`src/rtl/common_pkg.sv`:
```
// Shared bus-level definitions for the Wishbone initiator and the SPI command
// decoder that drives it.
package common_pkg;

  localparam int unsigned WB_ADDR_WIDTH = 20;
  localparam int unsigned DATA_WIDTH    = 32;

  // Single-word command as issued by the SPI decoder.
  typedef struct packed {
    logic                     we;
    logic [WB_ADDR_WIDTH-1:0] addr;
    logic [DATA_WIDTH-1:0]    data;
  } wb_cmd_t;

  // Response returned to the SPI decoder; err=1 marks a watchdog abort.
  typedef struct packed {
    logic                  err;
    logic [DATA_WIDTH-1:0] data;
  } wb_rsp_t;

endpackage

```
`src/rtl/wb_initiator.sv`:
```
// Wishbone B4 pipelined initiator: one single-word transaction per accepted
// command, at most one outstanding, with a watchdog that aborts transactions
// whose peripheral never acknowledges.
module wb_initiator
  import common_pkg::*;
#(
  parameter int unsigned TIMEOUT_CYCLES = 31,
  parameter int unsigned ADDR_WIDTH     = WB_ADDR_WIDTH,
  parameter int unsigned DW             = DATA_WIDTH
) (
  input  logic                  wb_clock_i,
  input  logic                  wb_reset_n_i,
  input  logic                  cmd_valid_i,
  output logic                  cmd_ready_o,
  input  logic                  cmd_we_i,
  input  logic [ADDR_WIDTH-1:0] cmd_addr_i,
  input  logic [DW-1:0]         cmd_data_i,
  output logic                  rsp_valid_o,
  output logic [DW-1:0]         rsp_data_o,
  output logic                  rsp_err_o,
  output logic [ADDR_WIDTH-1:0] wbc_addr_o,
  output logic [DW-1:0]         wbc_data_o,
  input  logic [DW-1:0]         wbc_data_i,
  output logic                  wbc_we_o,
  output logic                  wbc_cycle_o,
  output logic                  wbc_strobe_o,
  input  logic                  wbc_stall_i,
  input  logic                  wbc_ack_i
);

  // One-hot so cmd_ready_o is a single register bit decode.
  typedef enum logic [2:0] {
    ST_IDLE     = 3'b001,
    ST_REQUEST  = 3'b010,
    ST_WAIT_ACK = 3'b100
  } state_e;

  localparam logic [7:0] TimeoutLimit = 8'(TIMEOUT_CYCLES);

  // Watchdog count saturates at the limit so it never wraps while waiting.
  function automatic logic [7:0] sat_inc(input logic [7:0] v);
    return (v >= TimeoutLimit) ? TimeoutLimit : v + 8'd1;
  endfunction

  state_e                state_q, state_d;
  logic [7:0]            cnt_q, cnt_d;
  logic                  cyc_q, cyc_d;
  logic                  stb_q, stb_d;
  logic                  we_q, we_d;
  logic [ADDR_WIDTH-1:0] addr_q, addr_d;
  logic [DW-1:0]         wdata_q, wdata_d;
  logic [DW-1:0]         rdata_q, rdata_d;
  logic                  rsp_valid_q, rsp_valid_d;
  logic                  rsp_err_q, rsp_err_d;

  logic accept;
  logic in_txn;
  logic strobe_taken;
  logic ack_done;
  logic timed_out;

  assign cmd_ready_o  = (state_q == ST_IDLE);
  assign rsp_valid_o  = rsp_valid_q;
  assign rsp_data_o   = rdata_q;
  assign rsp_err_o    = rsp_err_q;
  assign wbc_addr_o   = addr_q;
  assign wbc_data_o   = wdata_q;
  assign wbc_we_o     = we_q;
  assign wbc_cycle_o  = cyc_q;
  assign wbc_strobe_o = stb_q;

  // Next-state decode: accept, strobe handshake, completion and watchdog abort.
  always_comb begin
    accept       = (state_q == ST_IDLE) && cmd_valid_i;
    in_txn       = (state_q != ST_IDLE);
    strobe_taken = (state_q == ST_REQUEST) && !wbc_stall_i;
    // An ack only counts once the strobe has been (or is being) accepted;
    // in IDLE it is a stray and ignored.
    ack_done     = wbc_ack_i && (strobe_taken || (state_q == ST_WAIT_ACK));
    // Ack arriving on the timeout edge wins over the abort.
    timed_out    = in_txn && !ack_done && (cnt_q == TimeoutLimit);

    state_d     = state_q;
    cnt_d       = in_txn ? sat_inc(cnt_q) : cnt_q;
    cyc_d       = cyc_q;
    stb_d       = stb_q;
    we_d        = we_q;
    addr_d      = addr_q;
    wdata_d     = wdata_q;
    rdata_d     = rdata_q;
    rsp_valid_d = 1'b0;
    rsp_err_d   = rsp_err_q;

    if (accept) begin
      state_d = ST_REQUEST;
      cnt_d   = 8'd0;
      cyc_d   = 1'b1;
      stb_d   = 1'b1;
      we_d    = cmd_we_i;
      addr_d  = cmd_addr_i;
      wdata_d = cmd_data_i;
    end else if (ack_done) begin
      state_d     = ST_IDLE;
      cyc_d       = 1'b0;
      stb_d       = 1'b0;
      rsp_valid_d = 1'b1;
      rsp_err_d   = 1'b0;
      rdata_d     = we_q ? '0 : wbc_data_i;
    end else if (timed_out) begin
      state_d     = ST_IDLE;
      cyc_d       = 1'b0;
      stb_d       = 1'b0;
      rsp_valid_d = 1'b1;
      rsp_err_d   = 1'b1;
      rdata_d     = '0;
    end else if (strobe_taken) begin
      state_d = ST_WAIT_ACK;
      stb_d   = 1'b0;
    end
  end

  // State and registered outputs; reset drops the bus cycle immediately.
  always_ff @(posedge wb_clock_i or negedge wb_reset_n_i) begin
    if (!wb_reset_n_i) begin
      state_q     <= ST_IDLE;
      cnt_q       <= 8'd0;
      cyc_q       <= 1'b0;
      stb_q       <= 1'b0;
      we_q        <= 1'b0;
      addr_q      <= '0;
      wdata_q     <= '0;
      rdata_q     <= '0;
      rsp_valid_q <= 1'b0;
      rsp_err_q   <= 1'b0;
    end else begin
      state_q     <= state_d;
      cnt_q       <= cnt_d;
      cyc_q       <= cyc_d;
      stb_q       <= stb_d;
      we_q        <= we_d;
      addr_q      <= addr_d;
      wdata_q     <= wdata_d;
      rdata_q     <= rdata_d;
      rsp_valid_q <= rsp_valid_d;
      rsp_err_q   <= rsp_err_d;
    end
  end

endmodule

```
`config.mk`:
```
export PLATFORM = sky130hd
export DESIGN_NAME = wb_initiator
export DESIGN_NICKNAME = d
export VERILOG_FILES = /design/src/rtl/common_pkg.sv /design/src/rtl/wb_initiator.sv
export SDC_FILE = /design/constraint.sdc
export NUM_CORES = 1
export LEC_CHECK = 0
export ABC_AREA = 0
export ABC_CLOCK_PERIOD_IN_PS = 2300
export BUFFER_PORTS_ARGS = -buffer_cell sky130_fd_sc_hd__buf_2
export CORE_ASPECT_RATIO = 1.2
export CORE_MARGIN = 8
export CORE_UTILIZATION = 27
export DETAILED_ROUTE_END_ITERATION = 6
export SYNTH_ARGS = -nofsm -noshare
export SYNTH_HDL_FRONTEND = slang
export SYNTH_SLANG_ARGS = --single-unit
```
`constraint.sdc`:
```
create_clock -name wb_clock_i -period 2.3 [get_ports wb_clock_i]
set_input_delay 0 -clock wb_clock_i [delete_from_list [all_inputs] [get_ports wb_clock_i]]
set_output_delay 0 -clock wb_clock_i [all_outputs]
set_load 0.02 [all_outputs]
```
==> results.cfg <==
[timing]
skew_ps = 5.552
final_hold_viol_count = 0
rsz0062_at_grt = no
tns_ps = 0
worst_pin_slew_ps = 675.1
period_share = 0.8412
relSlewSlack = 0.5499
setup_viol = 0
clock.fmax_ghz = 0.5169
slew_viol_final = 0
fin_crit_ps = 1935

[clocking]
clkLatencyLatePin_ps = 340
cts-root-buf = clkbuf_16
htreeDepth = 3
clkTransAtPathRegs_ps = 60
postCtsSetupRepairBufs = 0
cts_tree = done
cts_buffers = 9
clkSinkCount = 99
cts.path.max_buffers = 2

[run]
drv_cap = 0

[status]
status = completed

[finish]
layout-drive-gt1-share = 0.4904
most-common-layout-cells = buf_2 (178), dfrtp_1 (98), dlygate4sd3_1 (87)
fillers = 1232
layout_commonest_cell = buf_2
fin_nets = 608
finalNonFillerCells = 694
area_growth_pct = 59.83

[die]
die_height_um = 146.3
dieArea_sq_mm = 0.01822
initial_utilization = 0.2763
die_width_um = 124.6
ios = 180
std_cell_rows = 47
core_sq_mm = 0.01382

[setup_path]
endpoint_kind = register
start_kind = register
r2r_setup_slack_ps = 370
crit_path_end = rsp_data_o[6]
cpMaxStageDelayCell = or3_4
crit_chain = or3_1, or3_4, a32o_1
path_delay_family = simple AND/OR/NAND/NOR gates
slowest_delay_ps = 600
path_class = register to register
reg2reg_to = rsp_data_o[6]
crit_start = cnt_q[6]
worst-path-buf-inv = 0
critPathArrivalTime_ps = 2160
crit_required_ps = 2520
r2r_cells = 3
worstSetupPathDepth = 3
critPathMaxFanout = 34
r2r_start = cnt_q[6]

[placement]
place_inst = 590
dp_hpwl_um = 7786
gp_congestion = 0.8071
port_buffers = 179

[yosys]
synth_top_area_cell = dfrtp_1
syn_nets = 344
yosysTopAreaCellShare = 0.6422
synthTopCellsByArea = dfrtp_1 (64%), mux2_2 (16%), a32o_1 (8.4%)
syn_area_per_cell_sq_um = 15.09
synth_warnings = 0
synthCells = 253
synth-seq-cells = 99
ys_seq_area_frac = 0.6491
netlist_area_sq_mm = 0.003819
ys_types = 36

[routing]
dr.pass1.iters = 5
drt_iter0_drc = 148
ant_nets = 0
viasPerCell = 4.733
vias = 3285
drc = 0
wl_per_cell_um = 16.90
drt_wl_total_um = 11730

[pwr]
ir_worst_vdd_uv = 520.2
leakage_uw = 0.003045
power_density_mw_per_mm2 = 1185

[grt]
overflow = 0
grt_max_degree = 56
grt_pass1_wl_um = 19310
grt_use_total = 0.1309
antenna_found_initial = 1
first_global_vias = 3718

[hold_path]
hp-class = primary input to register
## where the power goes
part           switching [uW]  leakage (uW)  internal, uW
Combinational            1610       0.00164          1200
Clock                     627      0.000159          1010
Sequential                377       0.00125          2410
## worst min-delay path by stage
| stage | from | slack (ps) | to | cells after the start |
|---|---|---|---|---|
| 3_3_place_gp | wb_reset_n_i | 70 | rsp_data_o[7] | 1 |
| 3_5_place_dp | wb_reset_n_i | 90 | rsp_data_o[7] | 1 |
| 2_1_floorplan | wb_reset_n_i | -300 | cnt_q[0] | 0 |
| 6_report | cmd_valid_i | 40 | wbc_cycle_o | 3 |
| 4_1_cts | cmd_valid_i | 10 | wbc_cycle_o | 3 |
| 5_1_grt | cmd_valid_i | 40 | wbc_cycle_o | 3 |
## metrics by stage
step	hold WS (ps)	util	power, uW	setup slack, ps	cell area [sq um]
final	37.35	0.4416	7230	365.3	6103
after global routing	39.39	0.4416	7689	262.6	6103
after CTS	13.93	0.4415	7335	359.5	6101
after detailed placement	85.55	0.3546	5524	370.9	4901
after global placement	74.20	0.3546	5425	422.7	4901
after floorplan	-295.6	-	4509	455.6	3819
## layout make-up
type / count / area [sq um] / area share
diodes: 1 / 2.502 / 0.0004100
clock buffers: 12 / 256.5 / 0.04203
clock inverters: 4 / 72.57 / 0.01189
inverters: 3 / 11.26 / 0.001845
multi-input cells: 134 / 1244 / 0.2038
flip-flops and latches: 99 / 2479 / 0.4061
well taps: 171 / 214.0 / 0.03506
repair buffers: 270 / 1824 / 0.2989
## flip-flops by register name (all words and copies together) (netlist names)
signal       flops
state_q          3
wbc_addr_o      20
wbc_cycle_o      1
rsp_valid_o      1
rsp_err_o        1
cnt_q            8
rsp_data_o      32
wbc_we_o         1
wbc_data_o      32
## Yosys cell counts
cell	count
o41ai_1	1
a32o_1	32
nand3b_1	1
and3_1	1
buf_1	3
o2bb2ai_1	1
or3b_1	1
or3_4	1
mux2_2	53
buf_6	5
clkbuf_1	6
ha_1	1
nor2_1	2
dfrtp_1	98
o211a_1	1
a22o_1	1
o21ai_0	6
and4_1	1
inv_1	2
nor2b_1	3
a21oi_1	5
nand4_1	2
nor4_1	1
o21a_1	2
a31oi_1	1
and2_1	2
buf_2	3
nor3b_1	2
nand4bb_1	1
inv_2	1
nand2_1	5
nor3_1	4
dfstp_2	1
o21ai_1	1
nand3_1	1
or3_1	1
## tightest hold or removal path: cells and delay by family
family	cells	cell delay, ps
buf+inv	1	140
compound gates	1	140
simple gates	1	50
## routing by layer
layer / GRT usage / part of all wire / routed length [um]
met1: 0.1398 / 0.38 / 4419
met2: 0.2174 / 0.50 / 5820
met3: 0.05143 / 0.094 / 1100
met4: 0.07302 / 0.033 / 391
met5: 0 / 0 / 0
## repair_timing
item,CTS,global route
hold buffers,87,0
gates resized for setup,0,0
hold endpoints to repair,137,0
## cells by family (layout without fill, tap and decap cells)
kind of cell             Yosys count  in the layout  synth area share
multiplexers                      53             53            0.1563
buffers and inverters             20            289           0.03047
AO/OA/AOI/OAI                     51             51            0.1147
adder cells (fa/ha/maj)            1              1          0.003276
AND/OR/NAND/NOR                   29             29           0.04620
other                              0              1                 0
flip-flops                        99             99            0.6491
(Power assumes the default switching activity.)
